**src/rtl/line_request_scheduler.sv**
```systemverilog
// Three-way scheduler that shares one cacheline adaptor port between the D-cache,
// the I-cache and a next-line prefetcher. Priority is D > I > P, with an age counter guarding I.
module line_request_scheduler #(
  parameter int STARVE_LIMIT = 4,
  parameter int LINE_WIDTH   = 256,
  parameter int ADDR_WIDTH   = 32
) (
  input  logic                  clk,
  input  logic                  rst,
  input  logic                  d_read,
  input  logic                  d_write,
  input  logic [ADDR_WIDTH-1:0] d_addr,
  input  logic [LINE_WIDTH-1:0] d_wdata,
  output logic [LINE_WIDTH-1:0] d_rdata,
  output logic                  d_resp,
  input  logic                  i_read,
  input  logic [ADDR_WIDTH-1:0] i_addr,
  output logic [LINE_WIDTH-1:0] i_rdata,
  output logic                  i_resp,
  input  logic                  p_read,
  input  logic [ADDR_WIDTH-1:0] p_addr,
  output logic [LINE_WIDTH-1:0] p_rdata,
  output logic                  p_resp,
  output logic                  mem_read,
  output logic                  mem_write,
  output logic [ADDR_WIDTH-1:0] mem_address,
  output logic [LINE_WIDTH-1:0] mem_wdata,
  input  logic [LINE_WIDTH-1:0] mem_rdata,
  input  logic                  mem_resp
);

  typedef enum logic {IDLE, BUSY} state_t;
  typedef enum logic [1:0] {NONE, GNT_D, GNT_I, GNT_P} grant_t;

  state_t                state, state_next;
  grant_t                grant, grant_next, winner;
  logic [3:0]            age, age_next;
  logic                  op_write, op_write_next;
  logic [ADDR_WIDTH-1:0] addr_next;
  logic [LINE_WIDTH-1:0] wdata_next;

  assign d_rdata = mem_rdata;
  assign i_rdata = mem_rdata;
  assign p_rdata = mem_rdata;

  always_ff @(posedge clk) begin
    if (rst) begin
      state       <= IDLE;
      grant       <= NONE;
      age         <= '0;
      op_write    <= 1'b0;
      mem_address <= '0;
      mem_wdata   <= '0;
    end else begin
      state       <= state_next;
      grant       <= grant_next;
      age         <= age_next;
      op_write    <= op_write_next;
      mem_address <= addr_next;
      mem_wdata   <= wdata_next;
    end
  end

  always_comb begin
    state_next    = state;
    grant_next    = grant;
    age_next      = age;
    op_write_next = op_write;
    addr_next     = mem_address;
    wdata_next    = mem_wdata;
    winner        = NONE;
    mem_read      = 1'b0;
    mem_write     = 1'b0;
    d_resp        = 1'b0;
    i_resp        = 1'b0;
    p_resp        = 1'b0;
    case (state)
      IDLE: begin
        // An I request that has waited out STARVE_LIMIT D grants jumps the queue.
        if (i_read && age == 4'(STARVE_LIMIT)) winner = GNT_I;
        else if (d_read || d_write)            winner = GNT_D;
        else if (i_read)                       winner = GNT_I;
        else if (p_read)                       winner = GNT_P;
        if (winner != NONE) begin
          state_next = BUSY;
          grant_next = winner;
          case (winner)
            GNT_D: begin
              addr_next     = d_addr;
              op_write_next = d_write;
              if (d_write) wdata_next = d_wdata;
            end
            GNT_I: begin
              addr_next     = i_addr;
              op_write_next = 1'b0;
            end
            default: begin
              addr_next     = p_addr;
              op_write_next = 1'b0;
            end
          endcase
          if (winner == GNT_D && i_read) age_next = (age == 4'hF) ? age : age + 4'd1;
          else                           age_next = '0;
        end
      end
      default: begin
        mem_read  = !op_write;
        mem_write = op_write;
        // Completion always returns to IDLE so a requester's dropped request is never re-granted.
        if (mem_resp) begin
          d_resp     = (grant == GNT_D);
          i_resp     = (grant == GNT_I);
          p_resp     = (grant == GNT_P);
          state_next = IDLE;
          grant_next = NONE;
        end
      end
    endcase
  end

endmodule

```
**config.mk**
```make
export PLATFORM = sky130hd
export DESIGN_NAME = line_request_scheduler
export DESIGN_NICKNAME = d
export VERILOG_FILES = /design/src/rtl/line_request_scheduler.sv
export SDC_FILE = /design/constraint.sdc
export NUM_CORES = 1
export LEC_CHECK = 0
export CELL_PAD_IN_SITES_DETAIL_PLACEMENT = 1
export CELL_PAD_IN_SITES_GLOBAL_PLACEMENT = 1
export CORE_AREA = 2 2 646 648
export CTS_BUF_LIST = sky130_fd_sc_hd__clkbuf_16
export CTS_CLUSTER_DIAMETER = 120
export CTS_CLUSTER_SIZE = 14
export DETAILED_ROUTE_END_ITERATION = 7
export DIE_AREA = 0 0 648 650
export DONT_BUFFER_PORTS = 1
export PLACE_DENSITY = 0.3
export SLEW_MARGIN = 20
export SYNTH_ARGS = -nofsm -noshare
export SYNTH_HDL_FRONTEND = slang
export SYNTH_SLANG_ARGS = --single-unit
export TNS_END_PERCENT = 10
```
**constraint.sdc**
```tcl
create_clock -name clk -period 6.1 [get_ports clk]
set_input_delay 0.61 -clock clk [delete_from_list [all_inputs] [get_ports clk]]
set_output_delay 0.61 -clock clk [all_outputs]
set_load 0.05 [all_outputs]
```
==> results_dict.tcl <==
set metrics [dict create \
    ys_async_sr_fraction_pct 0 \
    die_h_um 650 \
    hold_ws_ps -28.0 \
    intPower_mw 3.27 \
    synthAdderAreaFrac_pct 0.375 \
    seq_area_frac_synth_pct 35.6 \
    clkLatencyLatePin_ps 760 \
    crit_family "buffers and inverters" \
    grt_util_all_layers_pct 8.71 \
    cts_buffers 31 \
    switching_power_mw 2.00 \
    yosys.area_share.simple_pct 15.5 \
    cp.arrival_ps 4610 \
    critPathKind "flip-flop to flip-flop" \
    pwr-share-seq_pct 48.8 \
    path_buf_inv 6 \
    setup_viol 0 \
    grt_pass1_wl_um 222000 \
    synth_top_family_by_area "buffers and inverters" \
    slew_headroom_pct 27.8 \
    synth_area_leaders "dfxtp_1 (36%), buf_4 (35%), nand2_1 (12%)" \
    max_freq_ghz 0.256 \
    worst_clock_skew_ps 49.4 \
    dp_hpwl_um 171000 \
    drtIter0Drc 798 \
    max_cap_viol_count 0 \
    cts_tree "yes" \
    ys.warnings.count 0 \
    cp_common_cell "buf_4" \
    fin_setup_tns_ps 0 \
    synthDistinctLibCells 33 \
    status "finished with violations" \
    crit_slowest_cell "buf_4" \
    place.gp.congestion 0.739 \
    synthFlopType "dfxtp_1" \
    hold_violations 1 \
    worst_pin_slew_ps 1080 \
    violations "hold timing" \
    yosys_register_bits 296 \
    ant_nets 0 \
    synth.most_common_cell "buf_4" \
    cp.required_ps 6800 \
    gr-total-overflow 0 \
    initial_core_util_pct 4.02 \
    clock-sinks 296 \
    worst_path_largest_cell_delay_ps 590 \
    ys_top_cells_by_count "buf_4 (768), nand2_1 (549), dfxtp_1 (296)" \
    cp-end-kind "flip-flop" \
    h-tree-depth 1 \
    clk_pin_slew_ps 80 \
    startpoint_type "flip-flop" \
    area_delta_synth_final_pct 27.4 \
    final_util_pct 5.12 \
    slew_violations 0 \
    die_w_um 648 \
    grt_antenna_before_repair 111 \
    synthesis.instances 2156 \
    leakage_nw 5.39 \
    power_frac_comb_pct 12.2 \
    p_clk_share_pct 38.9 \
    grt_pass1_vias 13171 \
    yosysTopAreaCellShare_pct 35.6 \
    synth_xor_xnor_area_share_pct 0 \
    period_needed_ps 3910 \
    rsz0062_at_grt "false" \
    syn-num-nets 2776 \
    viasPerCell 1.80 \
    p_sw_share_pct 38.0 \
    min-delay-path-class "input port to flip-flop" \
    cp_max_fo 61 \
    synth_area_leader_cell "dfxtp_1" \
    vias 12812 \
    cts_resized 0 \
    cts_root_buf "clkbuf_16" \
    io_pins 1676 \
    rows 237 \
    dr.pass1.iters 7 \
    drt-total-wl_um 192000 \
    die_area_um2 421000 \
    syn_area_um2 16700 \
    drc 0 \
    core_um2 415000 \
    ctsLongestPathBuffers 3 \
    grt_max_degree 240 \
    synth_compound_area_share_pct 11.1 \
    io_buffers 0 \
    path_cells "inv_1 -> ha_1 -> nand4b_1 -> o31ai_1 -> inv_1 -> ha_2 -> nand3b_1 -> buf_4 -> buf_4 -> buf_4 -> nand2_1 -> a21oi_1 -> dlygate4sd3_1" \
    total_power_mw 5.27 \
    synthMuxAreaShare_pct 0 \
    ir_drop_uv 204 \
    power_density_nw_per_um2 248 \
    synth-edff-count 0 \
    drive_gt1_share_pct 6.22 \
    nets 2215 \
    synth_area_per_cell_um2 7.73 \
    timing.final.crit_share_pct 64.1 \
    avgRoutedWirePerCell_um 26.9 \
]
==> final cells by class <==
type | count | area [µm²]
antenna | 30 | 75.1
clock buffer | 31 | 776
clock inverter | 16 | 173
fill | 49424 | 394000
inverter | 5 | 18.8
multi-input combinational | 975 | 4530
sequential | 296 | 5940
tap | 5497 | 6880
timing repair buffer | 286 | 2850
==> power groups by stage <==
| stage | combinational (mW) | clock [mW] | sequential (mW) |
|---|---|---|---|
| floorplan | 1.65 | 0 | 2.53 |
| global placement | 0.491 | 0 | 2.64 |
| detailed placement | 0.499 | 0 | 2.64 |
| CTS | 0.683 | 2.23 | 2.60 |
| global route | 0.716 | 2.29 | 2.61 |
| finish | 0.645 | 2.05 | 2.57 |
==> kinds of logic (layout without fill, tap and decap cells) <==
logic type                 Yosys count  after routing
DFF                                296            296
AOI/OAI and AO/OA                  332            332
and+or+nand+nor                    638            638
other                                0             30
adders and majority gates            5              5
buffers and inverters              885            338
==> state kept, by name, summed over array words and instances (netlist names) <==
name,cells
age,4
grant,2
mem_address,32
mem_wdata,256
op_write,1
state,1
==> worst reg2reg max path, stage by stage, from the launching register on <==
cell and delay, ps:
dfxtp_1 380, inv_1 80, ha_1 140, nand4b_1 140
o31ai_1 180, inv_1 100, ha_2 490, nand3b_1 270
buf_4 240, buf_4 350, buf_4 600, nand2_1 180
a21oi_1 160, dlygate4sd3_1 550
==> stage by stage <==
step	std cells	cell area [µm²]	setup WS, ps
after floorplan	2156	16700	3600
after global placement	6813	17700	2370
after detailed placement	6813	17700	2280
after CTS	7106	21200	2080
after global routing	7126	21200	1790
final	7136	21200	2190
==> cells in the final DEF (no fill, tap or decap), types with 2 or more instances in the layout <==
cell,n
buf_16,2
a31oi_1,3
buf_12,4
nand4_1,2
dfxtp_2,8
clkbuf_16,31
dlygate4sd3_1,245
inv_8,5
diode_2,30
nor3b_2,2
buf_4,35
clkinv_4,2
ha_2,2
nand4b_1,3
clkinv_1,2
nand2_1,549
a21oi_1,290
ha_1,3
dfxtp_1,288
inv_1,6
nor2_1,2
a221o_1,32
o31ai_1,3
nand3b_1,2
nand2b_1,32
nand3_1,34
==> what timing repair did <==
item,in CTS,in global routing
hold endpoints to repair,253,0
setup buffers,0,0
hold buffers,246,0
endpoints found under the setup margin,0,0
==> worst paths after layout <==
kind	from	to	slack [ps]	cells past startpoint
setup / recovery	age[0]$_SDFFE_PP0P_	mem_wdata[181]$_SDFFE_PP0P_	2190	13
hold / removal	rst	mem_wdata[207]$_SDFFE_PP0P_	-30	1
setup reg to reg	age[0]$_SDFFE_PP0P_	mem_wdata[181]$_SDFFE_PP0P_	2190	13
hold reg to reg	mem_wdata[235]$_SDFFE_PP0P_	mem_wdata[235]$_SDFFE_PP0P_	460	2
==> layer usage <==
metal / global-route usage, % / vias up / share of wire [%]
met2: 14.4 / 1623 / 46
met5: 1.72 / - / 0.52
li1: - / 5016 / -
met1: 5.71 / 5751 / 22
met4: 3.08 / 24 / 4.3
met3: 10.5 / 398 / 27
(Power assumes the default switching activity.)
